--- src/rtl/neuron_pkg.sv ---
// Shared types, default widths and the overflow-aware adder for the neuron MAC.
package neuron_pkg;

    typedef enum logic [2:0] {IDLE, ACCUM, DRAIN, BIAS, DONE} state_t;

    localparam int unsigned N_INPUTS_DEF  = 64;
    localparam int unsigned X_WIDTH_DEF   = 8;
    localparam int unsigned W_WIDTH_DEF   = 8;
    localparam int unsigned ACC_WIDTH_DEF = 32;
    // Adds are evaluated at this width, then folded back to the accumulator width
    localparam int unsigned WIDE          = 64;

    typedef struct packed {
        logic                   ovf;
        logic signed [WIDE-1:0] sum;
    } add_res_t;

    // Signed add of two sign-extended operands, checked against a width-bit range
    function automatic add_res_t sat_add(input logic signed [WIDE-1:0] a,
                                         input logic signed [WIDE-1:0] b,
                                         input int unsigned            width,
                                         input logic                   sat);
        add_res_t               r;
        logic signed [WIDE-1:0] full;
        logic signed [WIDE-1:0] max_v;
        logic signed [WIDE-1:0] min_v;
        logic signed [WIDE-1:0] wrapped;
        int unsigned            sh;
        sh      = WIDE - width;
        full    = a + b;
        max_v   = $signed((WIDE'(1) << (width - 1)) - WIDE'(1));
        min_v   = ~max_v;
        wrapped = (full <<< sh) >>> sh;
        r.ovf   = (full > max_v) || (full < min_v);
        if (sat && (full > max_v)) begin
            r.sum = max_v;
        end else if (sat && (full < min_v)) begin
            r.sum = min_v;
        end else begin
            r.sum = wrapped;
        end
        return r;
    endfunction

endpackage

--- src/rtl/neuron_mult.sv ---
// Stage 1: registered unsigned-pixel x signed-weight product with a valid flag.
module neuron_mult
    import neuron_pkg::*;
#(
    parameter int unsigned X_WIDTH = X_WIDTH_DEF,
    parameter int unsigned W_WIDTH = W_WIDTH_DEF
) (
    input  logic                              Clk,
    input  logic                              RST,
    input  logic                              en,
    input  logic        [X_WIDTH-1:0]         x_in,
    input  logic signed [W_WIDTH-1:0]         w_in,
    output logic signed [X_WIDTH+W_WIDTH:0]   prod,
    output logic                              prod_valid
);

    localparam int unsigned P_WIDTH = X_WIDTH + W_WIDTH + 1;

    always_ff @(posedge Clk or posedge RST) begin
        if (RST) begin
            prod       <= '0;
            prod_valid <= 1'b0;
        end else begin
            prod_valid <= en;
            if (en) begin
                prod <= P_WIDTH'($signed({1'b0, x_in})) * P_WIDTH'(w_in);
            end
        end
    end

endmodule

--- src/rtl/neuron_mac.sv ---
// Single-neuron MAC: streamed dot product plus bias with a one-cycle classify strobe.
// Define NEURON_SAT_EN to clamp on overflow; otherwise adds wrap. overflow is flagged either way.
module neuron_mac
    import neuron_pkg::*;
#(
    parameter int unsigned N_INPUTS  = N_INPUTS_DEF,
    parameter int unsigned X_WIDTH   = X_WIDTH_DEF,
    parameter int unsigned W_WIDTH   = W_WIDTH_DEF,
    parameter int unsigned ACC_WIDTH = ACC_WIDTH_DEF
) (
    input  logic                        Clk,
    input  logic                        RST,
    input  logic                        start,
    input  logic signed [W_WIDTH-1:0]   bias,
    input  logic                        x_valid,
    input  logic        [X_WIDTH-1:0]   x_in,
    input  logic signed [W_WIDTH-1:0]   w_in,
    output logic                        x_ready,
    output logic                        busy,
    output logic signed [ACC_WIDTH-1:0] Z,
    output logic                        classify,
    output logic                        overflow
);

    localparam int unsigned CNT_W   = (N_INPUTS > 1) ? $clog2(N_INPUTS) : 1;
    localparam int unsigned P_WIDTH = X_WIDTH + W_WIDTH + 1;
`ifdef NEURON_SAT_EN
    localparam logic SAT_EN = 1'b1;
`else
    localparam logic SAT_EN = 1'b0;
`endif

    state_t                      state, state_next;
    logic        [CNT_W-1:0]     cnt;
    logic signed [ACC_WIDTH-1:0] acc;
    logic signed [W_WIDTH-1:0]   bias_q;
    logic signed [P_WIDTH-1:0]   prod;
    logic                        prod_valid;
    logic                        load_c, accept_c, last_c;
    add_res_t                    acc_res, bias_res;
    logic                        unused_hi;

    neuron_mult #(.X_WIDTH(X_WIDTH), .W_WIDTH(W_WIDTH)) u_mult (
        .Clk        (Clk),
        .RST        (RST),
        .en         (accept_c),
        .x_in       (x_in),
        .w_in       (w_in),
        .prod       (prod),
        .prod_valid (prod_valid)
    );

    always_ff @(posedge Clk or posedge RST) begin
        if (RST) state <= IDLE;
        else     state <= state_next;
    end

    always_comb begin
        state_next = state;
        case (state)
            IDLE:    if (load_c) state_next = ACCUM;
            ACCUM:   if (last_c) state_next = DRAIN;
            DRAIN:   state_next = BIAS;
            BIAS:    state_next = DONE;
            DONE:    state_next = IDLE;
            default: state_next = IDLE;
        endcase
    end

    // Decoded control; x_ready is registered from state_next so it equals (state == ACCUM)
    always_comb begin
        load_c   = 1'b0;
        accept_c = 1'b0;
        last_c   = 1'b0;
        load_c   = (state == IDLE) && start;
        accept_c = x_valid && x_ready;
        last_c   = accept_c && (cnt == CNT_W'(N_INPUTS - 1));
    end

    always_comb begin
        acc_res  = sat_add(WIDE'(acc), WIDE'(prod), ACC_WIDTH, SAT_EN);
        bias_res = sat_add(WIDE'(acc), WIDE'(bias_q), ACC_WIDTH, SAT_EN);
    end

    assign unused_hi = ^{acc_res.sum[WIDE-1:ACC_WIDTH], bias_res.sum[WIDE-1:ACC_WIDTH]};

    always_ff @(posedge Clk or posedge RST) begin
        if (RST) begin
            cnt      <= '0;
            acc      <= '0;
            bias_q   <= '0;
            Z        <= '0;
            overflow <= 1'b0;
        end else if (load_c) begin
            cnt      <= '0;
            acc      <= '0;
            bias_q   <= bias;
            overflow <= 1'b0;
        end else begin
            if (accept_c) cnt <= cnt + CNT_W'(1);
            if (prod_valid) begin
                acc <= acc_res.sum[ACC_WIDTH-1:0];
                if (acc_res.ovf) overflow <= 1'b1;
            end
            if (state == BIAS) begin
                Z <= bias_res.sum[ACC_WIDTH-1:0];
                if (bias_res.ovf) overflow <= 1'b1;
            end
        end
    end

    always_ff @(posedge Clk or posedge RST) begin
        if (RST) begin
            x_ready  <= 1'b0;
            busy     <= 1'b0;
            classify <= 1'b0;
        end else begin
            x_ready  <= (state_next == ACCUM);
            busy     <= (state_next != IDLE);
            classify <= (state_next == DONE);
        end
    end

endmodule
--- config.mk ---
export PLATFORM = sky130hd
export DESIGN_NAME = neuron_mac
export DESIGN_NICKNAME = d
export VERILOG_FILES = /design/src/rtl/neuron_pkg.sv /design/src/rtl/neuron_mult.sv /design/src/rtl/neuron_mac.sv
export SDC_FILE = /design/constraint.sdc
export NUM_CORES = 1
export LEC_CHECK = 0
export CORE_MARGIN = 3
export CORE_UTILIZATION = 51
export CTS_CLUSTER_DIAMETER = 30
export CTS_CLUSTER_SIZE = 12
export DETAILED_ROUTE_END_ITERATION = 10
export MAX_ROUTING_LAYER = met4
export PLACE_DENSITY = 0.81
export SYNTH_ARGS = -nofsm -noshare
export SYNTH_HDL_FRONTEND = slang
export SYNTH_HIERARCHICAL = 1
export SYNTH_SLANG_ARGS = --single-unit
--- constraint.sdc ---
create_clock -name Clk -period 2.6 [get_ports Clk]
set_input_delay 0.52 -clock Clk [delete_from_list [all_inputs] [get_ports Clk]]
set_output_delay 0.52 -clock Clk [all_outputs]
set_load 0.01 [all_outputs]
==> results.rst, run 1 <==
.. list-table::
   :header-rows: 1

   * - Metric
     - Value
   * - DR vias
     - 8,866
   * - Violations in the final reports
     - setup timing
   * - Reported net switching power
     - 8030 uW
   * - Post-Synthesis Cells
     - 1,019
   * - Max stage delay on crit path
     - 0.51 ns
   * - Ratio of cells with drive above 1 in the final layout
     - 34.0%
   * - Clock Latency Late Sink
     - 0.37 ns
   * - Share of synthesized registers carrying an async set or reset
     - 100%
   * - Area Overhead vs Synth
     - 38.6%
   * - Category of cells accounting for the largest share of critical-path delay
     - adder cells
   * - Top FF cell, synth
     - sky130_fd_sc_hd__dfrtp_1
   * - Combined area of all synthesized cells
     - 9290 um^2
   * - Crit Path Category
     - input port to flop
   * - Number of fill cells in the layout
     - 1,106
   * - Final worst clock skew
     - 0.0125 ns
   * - Clock-pin slew on the worst setup and hold paths
     - 0.08 ns
   * - TritonCTS clock tree
     - yes
   * - Cell count after placement
     - 1,425
   * - Via/cell ratio
     - 5.99
   * - Setup repair after global routing missed its margin
     - true
   * - Part of the total power dissipated in sequential elements
     - 16.5%
   * - Die Area
     - 19,900 um^2
   * - # clock sinks
     - 103
   * - I/O pin count
     - 64
   * - Mean instance size in the synthesized netlist
     - 9.12 um^2
   * - Final Hold Fails
     - 0
   * - Flop2flop setup slack
     - -0.29 ns
   * - Number of endpoints failing setup at the final stage
     - 31
   * - Last weighted congestion value of the routability-driven placer
     - 0.895
   * - List of cells traversed by the critical path
     - buf_8 -> clkinvlp_4 -> buf_6 -> nor2_4 -> fa_1 -> fa_1 -> fa_1 -> inv_2 -> fa_1 -> inv_2 -> ha_4 -> nand2_2 -> a21boi_2 -> a31oi_2 -> xnor2_1 -> mux2_4
   * - TritonRoute pass-1 iters
     - 5
   * - Number of instances on the worst hold path
     - 2
   * - Worst max-slew margin expressed relative to the limit
     - 55.0%
   * - Final net count
     - 1,426
   * - Wire per inst
     - 18.9 um
   * - Diode count
     - 0
   * - Fraction of power spent switching nets
     - 46.2%
   * - Crit path arrival time
     - 4.08 ns
   * - Peak ir drop on the vdd network
     - 0.768 mV
   * - Crit path max-delay cell type
     - sky130_fd_sc_hd__fa_1
   * - Count of cell instances traversed by the critical path
     - 16
   * - Hold path startpoint
     - Z[15]
   * - Share of total power in the clock network
     - 7.9%
   * - Combined flip-flop and latch cell area
     - 2590 um^2
   * - Number of warning messages in the yosys log
     - 6
   * - Critical path's most frequent cell
     - sky130_fd_sc_hd__fa_1
   * - Buffers from clock root to sink, at most
     - 2
   * - Global-route usage over all layers
     - 24.2%
   * - Critical path peak fanout
     - 5
   * - Number of buffer and inverter stages on the critical path
     - 5
   * - Number of antenna violations at the first check in global routing
     - 0
   * - GRT Residual Overflow
     - 0
   * - Crit path time final
     - 3.83 ns
   * - TritonCTS Buffers
     - 9
   * - Internal power summed over all cells
     - 9340 uW
   * - Initial Util
     - 53.0%
   * - Multi-input gate area
     - 7290 um^2
   * - Antenna violation net count after detailed routing
     - 0
   * - Maximum number of pins on one net before global-route repair
     - 39
   * - Syn_nets
     - 1,194
   * - Worst Tran Pin Value
     - 0.674 ns
   * - Type of the tightest min-delay check
     - flop to flop
   * - EDFF count, synth
     - 0
   * - Destination of the worst register-to-register timing path
     - acc[31]
   * - Post-detailed-routing wire length
     - 28,000 um
   * - Seq cells post-synth
     - 103
   * - Total power per unit cell area
     - 1350 nW/um^2
   * - Required time reported for the critical path endpoint
     - 2.85 ns
   * - Comb power frac
     - 75.7%
   * - Global-route wire length before repair
     - 39,300 um
   * - Detailed-route DRC error count
     - 0
   * - Standard-cell rows
     - 48
   * - Cell variety after synth
     - 70
   * - Fraction of the cycle the final worst path needs
     - 147%
   * - Final non-filler cell total
     - 1,481
   * - Placement-stage cell area
     - 11,400 um^2
   * - Run status
     - finished with violations
   * - Die Y
     - 141 um
   * - Clock root buffer master
     - sky130_fd_sc_hd__clkbuf_16
   * - Via count of the first global-routing pass
     - 8,447
   * - Proportion of synthesized chip area in sequential cells
     - 27.7%
   * - Initial DRC Count
     - 603
   * - Leakage dissipation
     - 0.00609 uW
   * - Max Freq
     - 261 MHz
   * - Category of the worst setup path launch point
     - input port
   * - Total non-filler cell area in the finished layout
     - 12,900 um^2
   * - Number of max-capacitance violations reported
     - 0
   * - Terminating pin of the worst hold path
     - Z[15]
   * - DP Wirelength
     - 16,200 um
   * - Port bufs
     - 63
   * - Core region area
     - 17,500 um^2
   * - Overall die width
     - 141 um
   * - Worst hold slack
     - 0.479 ns
   * - Clock H-tree levels
     - 3
   * - Worst setup slack after layout
     - -1.23 ns
   * - Critical path endpoint category
     - flop
   * - Critical R2R Launch
     - acc[3]
   * - Worst Reg2Reg Path Length in Cells
     - 12
   * - Total count of max-transition violations in the final report
     - 0
==> kinds of logic after synthesis <==
kind of cell	synth area share, %
compound gates	17.4
flops	27.7
mux	4.77
simple gates	16.1
buf+inv	4.52
xor+xnor	6.60
fa+ha+maj	22.9
==> sequential cells by signal, summed over array words and instances (netlist names) <==
| register | count |
|---|---|
| bias_q | 8 |
| Z | 32 |
| x_ready | 1 |
| u_mult/prod_valid | 1 |
| cnt | 6 |
| classify | 1 |
| acc | 32 |
| u_mult/prod | 17 |
| overflow | 1 |
| busy | 1 |
| state | 3 |
==> synthesized netlist by cell type (all sizes together) (6+ instances only) <==
cell / count / share of area (%)
a211oi: 9 / 0.89
a21o: 29 / 2.4
a21oi: 81 / 4.7
a31oi: 11 / 0.97
and2: 44 / 3.0
and3: 9 / 0.61
buf: 6 / 0.53
clkbuf: 19 / 0.81
dfrtp: 103 / 28
fa: 39 / 8.4
ha: 108 / 15
inv: 79 / 3.2
mux2: 12 / 1.5
mux2i: 30 / 3.2
nand2: 122 / 4.9
nand2b: 13 / 0.88
nand3: 18 / 0.97
nand4: 12 / 0.81
nor2: 63 / 2.5
nor2b: 6 / 0.40
nor3: 6 / 0.32
o211ai: 8 / 0.75
o21ai: 65 / 3.6
o21bai: 9 / 0.85
xnor2: 46 / 4.3
xor2: 24 / 2.3
==> what timing repair did <==
action                                  4_1_cts  5_1_grt
endpoints found under the setup margin       33       41
hold buffers                                  0        0
pin swaps                                    67       86
gates resized for setup                     181      109
setup buffers                                25       18
==> final cells by class <==
cell class / count / share of cell area (%)
clock buffer: 9 / 1.75
clock inverter: 7 / 0.515
inverter: 79 / 2.36
multi-input combinational: 812 / 56.6
sequential: 103 / 20.1
tap: 225 / 2.19
timing repair buffer: 246 / 16.5
==> placed cells by master (no fill, tap or decap), types with 7 or more instances in the layout <==
cell / synthesis / layout
sky130_fd_sc_hd__buf_4: 1 / 163
sky130_fd_sc_hd__nand2_1: 122 / 113
sky130_fd_sc_hd__dfrtp_1: 103 / 96
sky130_fd_sc_hd__ha_1: 108 / 71
sky130_fd_sc_hd__nor2_1: 63 / 60
sky130_fd_sc_hd__inv_1: 79 / 56
sky130_fd_sc_hd__a21oi_1: 74 / 51
sky130_fd_sc_hd__clkdlybuf4s50_1: 0 / 47
sky130_fd_sc_hd__xnor2_1: 46 / 45
sky130_fd_sc_hd__o21ai_0: 49 / 35
sky130_fd_sc_hd__ha_4: 0 / 34
sky130_fd_sc_hd__fa_1: 39 / 32
sky130_fd_sc_hd__mux2i_1: 30 / 30
sky130_fd_sc_hd__and2_1: 44 / 27
sky130_fd_sc_hd__a21o_1: 27 / 27
sky130_fd_sc_hd__xor2_1: 24 / 24
sky130_fd_sc_hd__buf_6: 3 / 23
sky130_fd_sc_hd__inv_2: 0 / 21
sky130_fd_sc_hd__a21oi_2: 6 / 20
sky130_fd_sc_hd__and2_4: 0 / 17
sky130_fd_sc_hd__o21ai_1: 13 / 16
sky130_fd_sc_hd__nand3_1: 18 / 16
sky130_fd_sc_hd__o21ai_2: 3 / 13
sky130_fd_sc_hd__nand4_1: 12 / 12
sky130_fd_sc_hd__a21oi_4: 1 / 10
sky130_fd_sc_hd__nand2b_1: 13 / 9
sky130_fd_sc_hd__clkbuf_16: 0 / 9
sky130_fd_sc_hd__nand2_2: 0 / 8
sky130_fd_sc_hd__mux2_4: 2 / 8
sky130_fd_sc_hd__o21bai_1: 8 / 7
sky130_fd_sc_hd__fa_2: 0 / 7
sky130_fd_sc_hd__dfrtp_2: 0 / 7
==> worst min-delay path, cell delays in order, from the launching register on <==
cell and delay [ns]:
sky130_fd_sc_hd__dfrtp_1 0.34, sky130_fd_sc_hd__nand2_1 0.04, sky130_fd_sc_hd__o21ai_0 0.06
==> through the flow <==
stage	util, %	total power [uW]	TNS, ns	setup slack (ns)
detailed placement	64.9	12700	-25.02	-2.04
finish	73.4	17400	-14.96	-1.23
floorplan	-	9490	-12.79	-1.30
global route	73.4	18400	-18.20	-1.34
global placement	64.9	12300	-23.13	-1.94
CTS	70.0	15100	-12.84	-1.27
==> power groups by stage <==
stage	Combinational (uW)	Sequential, uW	Clock [uW]
2_1_floorplan	6880	2610	0
3_3_place_gp	9670	2680	0
5_1_grt	14100	2900	1430
6_report	13100	2860	1370
3_5_place_dp	10000	2710	0
4_1_cts	11000	2710	1360
==> per-layer routing <==
layer	track usage [%]	wire length [um]	up-vias
li1	-	-	4005
met5	-	0	-
met1	29.6	11000	4259
met3	2.92	1640	145
met4	8.01	1470	0
met2	41.8	13900	457
==> worst max path at each step <==
stage	from	to
after floorplan	x_in[3]	u_mult/prod[13]
after detailed placement	w_in[7]	u_mult/prod[13]
after global placement	w_in[7]	u_mult/prod[13]
after CTS	x_in[6]	u_mult/prod[13]
final	w_in[7]	u_mult/prod[13]
after global routing	x_in[4]	u_mult/prod[13]
No activity file was read; power rests on OpenSTA's default activity.
==> run 2, diff against run 1 <==
--- a/config.mk
+++ b/config.mk
@@ -5,13 +5,16 @@
 export SDC_FILE = /design/constraint.sdc
 export NUM_CORES = 1
 export LEC_CHECK = 0
-export CORE_MARGIN = 3
-export CORE_UTILIZATION = 51
+export CELL_PAD_IN_SITES_DETAIL_PLACEMENT = 0
+export CELL_PAD_IN_SITES_GLOBAL_PLACEMENT = 2
+export CORE_MARGIN = 4
+export CORE_UTILIZATION = 35
 export CTS_CLUSTER_DIAMETER = 30
 export CTS_CLUSTER_SIZE = 12
 export DETAILED_ROUTE_END_ITERATION = 10
 export MAX_ROUTING_LAYER = met4
-export PLACE_DENSITY = 0.81
+export PLACE_DENSITY = 0.87
+export RECOVER_POWER = 25
 export SYNTH_ARGS = -nofsm -noshare
 export SYNTH_HDL_FRONTEND = slang
 export SYNTH_HIERARCHICAL = 1
==> run 2 against run 1 <==
Net effect:
- the run still ends with setup timing left
- wire length down 23%
- die area up 47%
- non-clock buffer count up 27
- fmax up 2.0%
- critical path depth down 2
- cell count up 9.3%
- register-to-register slack better by 0.27 ns
- global-route usage down 8.9 points
- cell area up 4.0%
- combinational power down 3%
- first-iteration DRC count down 60%
- clock skew up 0.0025 ns
- critical path type unchanged
- largest cell class unchanged
- largest power group unchanged
- highest routed layer unchanged
==> results.rst, run 2 (synthesized netlist as in run 1, its figures left out) <==
.. list-table::
   :header-rows: 1

   * - Metric
     - Value
   * - Run status
     - finished with violations (unchanged)
   * - Violations in the final reports
     - setup timing (unchanged)
   * - Critical R2R Launch
     - bias_q[7] (was acc[3])
   * - Antenna violation net count after detailed routing
     - 0 (unchanged)
   * - Peak ir drop on the vdd network
     - 0.489 mV (was 0.768 mV)
   * - Area Overhead vs Synth
     - 44.1% (was 38.6%)
   * - Overall die width
     - 171 um (was 141 um)
   * - Buffers from clock root to sink, at most
     - 2 (unchanged)
   * - TritonCTS clock tree
     - yes (unchanged)
   * - Crit path time final
     - 3.75 ns (was 3.83 ns)
   * - Clock H-tree levels
     - 3 (unchanged)
   * - Critical path peak fanout
     - 5 (unchanged)
   * - Fraction of the cycle the final worst path needs
     - 144% (was 147%)
   * - Last weighted congestion value of the routability-driven placer
     - 0.850 (was 0.895)
   * - Type of the tightest min-delay check
     - flop to flop (unchanged)
   * - Worst max-slew margin expressed relative to the limit
     - 22.1% (was 55.0%)
   * - Final worst clock skew
     - 0.0150 ns (was 0.0125 ns)
   * - Standard-cell rows
     - 59 (was 48)
   * - Required time reported for the critical path endpoint
     - 2.83 ns (was 2.85 ns)
   * - Worst Tran Pin Value
     - 1.17 ns (was 0.674 ns)
   * - Initial DRC Count
     - 240 (was 603)
   * - Max Freq
     - 266 MHz (was 261 MHz)
   * - TritonRoute pass-1 iters
     - 4 (was 5)
   * - Most common cell after layout, fill and taps aside
     - sky130_fd_sc_hd__buf_4 (unchanged)
   * - Commonest cells after routing, fill and taps aside
     - 189 x sky130_fd_sc_hd__buf_4, 110 x sky130_fd_sc_hd__nand2_1, 95 x sky130_fd_sc_hd__dfrtp_1, 67 x sky130_fd_sc_hd__ha_1 (was 163 x sky130_fd_sc_hd__buf_4, 113 x sky130_fd_sc_hd__nand2_1, 96 x sky130_fd_sc_hd__dfrtp_1, 71 x sky130_fd_sc_hd__ha_1, 60 x sky130_fd_sc_hd__nor2_1)
   * - Combined flip-flop and latch cell area
     - 2590 um^2 (about the same)
   * - Number of instances on the worst hold path
     - 2 (unchanged)
   * - Setup repair after global routing missed its margin
     - true (unchanged)
   * - # clock sinks
     - 103 (unchanged)
   * - Crit Path Category
     - input port to flop (unchanged)
   * - Cell count after placement
     - 1,558 (was 1,425)
   * - Global-route wire length before repair
     - 36,600 um (was 39,300 um)
   * - GRT Residual Overflow
     - 0 (unchanged)
   * - Final Hold Fails
     - 0 (unchanged)
   * - Placement-stage cell area
     - 11,700 um^2 (was 11,400 um^2)
   * - Via/cell ratio
     - 4.80 (was 5.99)
   * - Destination of the worst register-to-register timing path
     - overflow (was acc[31])
   * - Number of antenna violations at the first check in global routing
     - 0 (unchanged)
   * - Leakage dissipation
     - 0.00624 uW (was 0.00609 uW)
   * - DP Wirelength
     - 16,400 um (was 16,200 um)
   * - Category of the worst setup path launch point
     - input port (unchanged)
   * - Port bufs
     - 63 (unchanged)
   * - Final net count
     - 1,453 (was 1,426)
   * - Multi-input gate area
     - 7470 um^2 (was 7290 um^2)
   * - Critical Path End
     - u_mult/prod[12] (was u_mult/prod[13])
   * - Initial Util
     - 35.7% (was 53.0%)
   * - I/O pin count
     - 64 (unchanged)
   * - Clock root buffer master
     - sky130_fd_sc_hd__clkbuf_16 (unchanged)
   * - Via count of the first global-routing pass
     - 7,707 (was 8,447)
   * - Ratio of cells with drive above 1 in the final layout
     - 36.4% (was 34.0%)
   * - DR vias
     - 7,764 (was 8,866)
   * - Total non-filler cell area in the finished layout
     - 13,400 um^2 (was 12,900 um^2)
   * - Startpoint of the worst setup timing path
     - x_in[6] (was w_in[7])
   * - Clock Latency Late Sink
     - 0.36 ns (was 0.37 ns)
   * - Post-detailed-routing wire length
     - 21,600 um (was 28,000 um)
   * - Worst Reg2Reg Path Length in Cells
     - 12 (unchanged)
   * - Fin util
     - 51.4% (was 73.4%)
   * - Number of fill cells in the layout
     - 2,325 (was 1,106)
   * - Global-route usage over all layers
     - 15.3% (was 24.2%)
   * - Crit path max-delay cell type
     - sky130_fd_sc_hd__fa_1 (unchanged)
   * - Die Y
     - 171 um (was 141 um)
   * - Final non-filler cell total
     - 1,618 (was 1,481)
   * - Max stage delay on crit path
     - 0.51 ns (about the same)
   * - TritonCTS Buffers
     - 9 (unchanged)
   * - Crit path arrival time
     - 3.99 ns (was 4.08 ns)
   * - Maximum number of pins on one net before global-route repair
     - 86 (was 39)
   * - Largest registers
     - Z (32), acc (32), u_mult/prod (17) (unchanged)
   * - Core region area
     - 26,100 um^2 (was 17,500 um^2)
   * - Die Area
     - 29,200 um^2 (was 19,900 um^2)
   * - Total power per unit cell area
     - 1260 nW/um^2 (was 1350 nW/um^2)
   * - Critical path's most frequent cell
     - sky130_fd_sc_hd__fa_1 (unchanged)
   * - Total count of max-transition violations in the final report
     - 0 (unchanged)
   * - Clock-pin slew on the worst setup and hold paths
     - 0.08 ns (about the same)
   * - Number of endpoints failing setup at the final stage
     - 14 (was 31)
   * - Detailed-route DRC error count
     - 0 (unchanged)
   * - Wire per inst
     - 13.3 um (was 18.9 um)
   * - Number of max-capacitance violations reported
     - 0 (unchanged)
   * - Critical path endpoint category
     - flop (unchanged)
   * - Hold Buf Count CTS
     - 0 (unchanged)
   * - List of cells traversed by the critical path
     - clkbuf_4 -> and2_4 -> fa_1 -> fa_1 -> fa_1 -> inv_2 -> fa_1 -> inv_2 -> ha_4 -> o211ai_1 -> a21oi_4 -> o21ai_2 -> xnor2_1 -> mux2_4 (was buf_8 -> clkinvlp_4 -> buf_6 -> nor2_4 -> fa_1 -> fa_1 -> fa_1 -> inv_2 -> fa_1 -> inv_2 -> ha_4 -> nand2_2 -> a21boi_2 -> a31oi_2 -> xnor2_1 -> mux2_4)
   * - Flop2flop setup slack
     - -0.02 ns (was -0.29 ns)
   * - Worst setup slack after layout
     - -1.15 ns (was -1.23 ns)
   * - Diode count
     - 0 (unchanged)
   * - Hold path startpoint
     - Z[1] (was Z[15])
## run 2: cell types whose count changed in the layout (fill, tap and decap cells not counted), sizes merged
cell           delta
buf              +25
clkbuf            +3
dlygate4sd3       +2
clkdlybuf4s50     -2
clkinv            -1
## run 2: cell type report
| type | count | share of cell area [%] |
|---|---|---|
| inverters | 79 | 2.27 |
| well taps | 335 | 3.13 |
| clock inverters | 6 | 0.374 |
| flip-flops and latches | 103 | 19.3 |
| clock buffers | 10 | 1.71 |
| multi-input cells | 812 | 55.8 |
| repair buffers | 273 | 17.4 |
## run 2: where the power goes
group	leakage [uW]	switching [uW]	internal, uW
Sequential	0.00123	609	2180
Clock	0.000136	664	667
Combinational	0.00488	5870	6850
## run 2: worst min path at each step
stage,slack [ns],endpoint
after global placement,0.46,Z[14]
after detailed placement,0.47,Z[1]
after floorplan,0.45,bias_q[0]
final,0.48,Z[1]
after CTS,0.48,Z[16]
after global routing,0.51,bias_q[6]
## run 2: metal layers
layer  up-vias  wire [um]  GRT usage (%)
met5         -          0              -
met2        81      10100           24.4
li1       4054          -              -
met4         0        208           2.72
met3        16        466           1.41
met1      3613      10800           21.5
## run 2: worst max-delay path, delay by kind of cell
kind / cells / cell delay [ns]
buffers and inverters: 3 / 0.22
and+or+nand+nor: 1 / 0.14
AOI/OAI and AO/OA: 3 / 0.43
xor gates and xnor gates: 1 / 0.13
adders and majority gates: 5 / 2.28
muxes: 1 / 0.26
## run 2: per-stage QoR
step / hold slack (ns) / power, uW / setup slack (ns) / TNS, ns
final: 0.477 / 16800 / -1.15 / -11.53
after global routing: 0.505 / 18400 / -1.31 / -14.29
after CTS: 0.485 / 15300 / -1.19 / -11.93
after detailed placement: 0.466 / 13000 / -2.01 / -25.95
after global placement: 0.461 / 12900 / -1.96 / -24.71
after floorplan: 0.450 / 9490 / -1.30 / -12.79
## run 2: what timing repair did
| item | 4_1_cts | 5_1_grt |
|---|---|---|
| endpoints found under the setup margin | 37 | 35 |
| buffers inserted | 18 | 26 |
| pin swaps | 67 | 88 |
| resized for setup | 182 | 133 |
==> run 3, diff against run 2 <==
--- a/config.mk
+++ b/config.mk
@@ -15,6 +15,7 @@
 export MAX_ROUTING_LAYER = met4
 export PLACE_DENSITY = 0.87
 export RECOVER_POWER = 25
+export SKIP_LAST_GASP = 1
 export SYNTH_ARGS = -nofsm -noshare
 export SYNTH_HDL_FRONTEND = slang
 export SYNTH_HIERARCHICAL = 1
==> run 3 against run 2 <==
Net effect:
- the flow still finishes with violations (setup timing)
- hold slack about the same
- count of clock-buffer cells in the layout stayed put
- sequential share of layout area grew 0.074 points
- sequential cell count unchanged
- cell count is the same
- combinational power is essentially flat
==> results.rst, run 3 (synthesized netlist as in run 1, its figures left out) <==
.. list-table::
   :header-rows: 1

   * - Metric
     - Value
   * - Core region area
     - 26,100 um^2 (unchanged)
   * - Critical path's most frequent cell
     - sky130_fd_sc_hd__fa_1 (unchanged)
   * - Number of fill cells in the layout
     - 2,333 (was 2,325)
   * - Final non-filler cell total
     - 1,618 (unchanged)
   * - Initial Util
     - 35.7% (unchanged)
   * - Clock root buffer master
     - sky130_fd_sc_hd__clkbuf_16 (unchanged)
   * - Peak ir drop on the vdd network
     - 0.496 mV (was 0.489 mV)
   * - Clock Latency Late Sink
     - 0.36 ns (about the same)
   * - Violations in the final reports
     - setup timing (unchanged)
   * - Number of max-capacitance violations reported
     - 0 (unchanged)
   * - Worst max-slew margin expressed relative to the limit
     - 22.4% (was 22.1%)
   * - Type of the tightest min-delay check
     - flop to flop (unchanged)
   * - Detailed-route DRC error count
     - 0 (unchanged)
   * - Largest registers
     - Z (32), acc (32), u_mult/prod (17) (unchanged)
   * - TritonCTS clock tree
     - yes (unchanged)
   * - Category of the worst setup path launch point
     - input port (unchanged)
   * - Critical path endpoint category
     - flop (unchanged)
   * - Required time reported for the critical path endpoint
     - 2.84 ns (was 2.83 ns)
   * - Leakage dissipation
     - 0.00622 uW (was 0.00624 uW)
   * - TritonRoute pass-1 iters
     - 4 (unchanged)
   * - Setup TNS after final layout
     - -11.72 ns (was -11.53 ns)
   * - Antenna violation net count after detailed routing
     - 0 (unchanged)
   * - Category of cells accounting for the largest share of critical-path delay
     - adder cells (unchanged)
   * - Setup repair after global routing missed its margin
     - true (unchanged)
   * - Port bufs
     - 63 (unchanged)
   * - Post-detailed-routing wire length
     - 21,600 um (about the same)
   * - Final worst clock skew
     - 0.0167 ns (was 0.0150 ns)
   * - Cell count after placement
     - 1,558 (unchanged)
   * - Global-route usage over all layers
     - 15.3% (about the same)
   * - Number of antenna violations at the first check in global routing
     - 0 (unchanged)
   * - Run status
     - finished with violations (unchanged)
   * - Final net count
     - 1,453 (unchanged)
   * - DR vias
     - 7,768 (was 7,764)
   * - Fraction of the cycle the final worst path needs
     - 145% (was 144%)
   * - Max stage delay on crit path
     - 0.51 ns (about the same)
   * - Crit path time final
     - 3.76 ns (was 3.75 ns)
   * - Crit path arrival time
     - 3.99 ns (about the same)
   * - Ratio of cells with drive above 1 in the final layout
     - 35.9% (was 36.4%)
   * - Die Area
     - 29,200 um^2 (unchanged)
   * - Buffers from clock root to sink, at most
     - 2 (unchanged)
   * - DP Wirelength
     - 16,400 um (unchanged)
   * - Wire per inst
     - 13.4 um (was 13.3 um)
   * - GRT Residual Overflow
     - 0 (unchanged)
   * - Final Hold Fails
     - 0 (unchanged)
   * - Maximum number of pins on one net before global-route repair
     - 86 (unchanged)
   * - Via/cell ratio
     - 4.80 (about the same)
   * - Total power per unit cell area
     - 1260 nW/um^2 (about the same)
   * - List of cells traversed by the critical path
     - buf_4 -> and2_4 -> fa_1 -> fa_1 -> fa_1 -> inv_1 -> fa_1 -> inv_2 -> ha_4 -> o211ai_1 -> a21oi_4 -> o21ai_2 -> xnor2_1 -> mux2_4 (was clkbuf_4 -> and2_4 -> fa_1 -> fa_1 -> fa_1 -> inv_2 -> fa_1 -> inv_2 -> ha_4 -> o211ai_1 -> a21oi_4 -> o21ai_2 -> xnor2_1 -> mux2_4)
   * - Critical path peak fanout
     - 4 (was 5)
   * - TritonCTS Buffers
     - 9 (unchanged)
   * - Hold Buf Count CTS
     - 0 (unchanged)
   * - Most common cell after layout, fill and taps aside
     - sky130_fd_sc_hd__buf_4 (unchanged)
   * - Worst Tran Pin Value
     - 1.16 ns (was 1.17 ns)
   * - # clock sinks
     - 103 (unchanged)
   * - Initial DRC Count
     - 253 (was 240)
   * - Diode count
     - 0 (unchanged)
   * - Standard-cell rows
     - 59 (unchanged)
   * - Clock H-tree levels
     - 3 (unchanged)
   * - Clock-pin slew on the worst setup and hold paths
     - 0.08 ns (about the same)
   * - Via count of the first global-routing pass
     - 7,679 (was 7,707)
   * - Die Y
     - 171 um (unchanged)
   * - Total count of max-transition violations in the final report
     - 0 (unchanged)
   * - Commonest cells after routing, fill and taps aside
     - 192 x sky130_fd_sc_hd__buf_4, 110 x sky130_fd_sc_hd__nand2_1, 95 x sky130_fd_sc_hd__dfrtp_1, 67 x sky130_fd_sc_hd__ha_1, 60 x sky130_fd_sc_hd__inv_1 (was 189 x sky130_fd_sc_hd__buf_4, 110 x sky130_fd_sc_hd__nand2_1, 95 x sky130_fd_sc_hd__dfrtp_1, 67 x sky130_fd_sc_hd__ha_1)
   * - I/O pin count
     - 64 (unchanged)
   * - Max Freq
     - 266 MHz (about the same)
   * - Crit Path Category
     - input port to flop (unchanged)
   * - Global-route wire length before repair
     - 36,600 um (about the same)
   * - Last weighted congestion value of the routability-driven placer
     - 0.850 (unchanged)
   * - Number of buffer and inverter stages on the critical path
     - 3 (unchanged)
   * - Number of endpoints failing setup at the final stage
     - 14 (unchanged)
   * - Overall die width
     - 171 um (unchanged)
   * - Crit path max-delay cell type
     - sky130_fd_sc_hd__fa_1 (unchanged)
   * - Worst setup slack after layout
     - -1.16 ns (was -1.15 ns)
   * - Area Overhead vs Synth
     - 43.6% (was 44.1%)
-- run 3: cell counts in the layout (fill, tap and decap cells not counted) --
Identical to the previous run, type by type.
-- run 3: path summary, 6_finish.rpt --
path / end / slack [ns] / cells after the start / startpoint
min in group asynchronous: u_mult/prod[0] / 0.76 / 2 / RST
max: u_mult/prod[12] / -1.16 / 14 / x_in[7]
max reg2reg: overflow / -0.02 / 12 / bias_q[7]
max in group asynchronous: acc[11] / 0.70 / 3 / RST
min: Z[1] / 0.48 / 2 / Z[1]
min reg2reg: Z[1] / 0.48 / 2 / Z[1]
-- run 3: final cells by class --
type                    instances  area [um^2]  area share [%]
multi-input cells             812         7440            55.8
repair buffers                273         2310            17.3
clock inverters                 6         50.0           0.375
flip-flops and latches        103         2590            19.4
well taps                     335          419            3.14
inverters                      79          304            2.28
clock buffers                  10          229            1.72
-- run 3: worst register-to-register path: stages, from the launching register on --
cell and delay, ns:
sky130_fd_sc_hd__dfrtp_2 0.44, sky130_fd_sc_hd__buf_12 0.16, sky130_fd_sc_hd__ha_4 0.25, sky130_fd_sc_hd__and4_1 0.22, sky130_fd_sc_hd__and3_2 0.24, sky130_fd_sc_hd__a22oi_2 0.29, sky130_fd_sc_hd__a31oi_4 0.15, sky130_fd_sc_hd__a211oi_2 0.23
sky130_fd_sc_hd__o21ai_2 0.09, sky130_fd_sc_hd__a21o_1 0.17, sky130_fd_sc_hd__a21oi_2 0.14, sky130_fd_sc_hd__o21ai_1 0.08, sky130_fd_sc_hd__o21ai_1 0.09
-- run 3: through the flow --
stage          total power (uW)  worst slack, ns  hold WS (ns)  util [%]  instance area (um^2)
2_1_floorplan              9490            -1.30         0.450         -                  9480
3_3_place_gp              12900            -1.96         0.461      44.8                 11700
3_5_place_dp              13000            -2.01         0.466      44.8                 11700
4_1_cts                   15300            -1.19         0.485      48.1                 12500
5_1_grt                   18400            -1.29         0.504      51.2                 13300
6_report                  16800            -1.16         0.477      51.2                 13300
-- run 3: repair_timing --
action                     CTS  global route
setup endpoints to repair   37            35
gates resized for setup    171           127
setup buffers               18            26
pin swaps                   67            95
-- run 3: routing by layer --
metal / global-route usage [%] / wire (um) / part of all wire (%)
met1: 21.5 / 10800 / 50
met2: 24.4 / 10100 / 47
met3: 1.41 / 437 / 2.0
met4: 2.72 / 235 / 1.1
met5: - / 0 / 0
-- run 3: where the power goes --
part	switching [uW]	internal, uW	leakage [uW]	total [uW]
registers	608	2180	0.00123	2790
logic	5870	6820	0.00486	12700
clock network	663	667	0.000136	1330
total	7140	9660	0.00622	16800
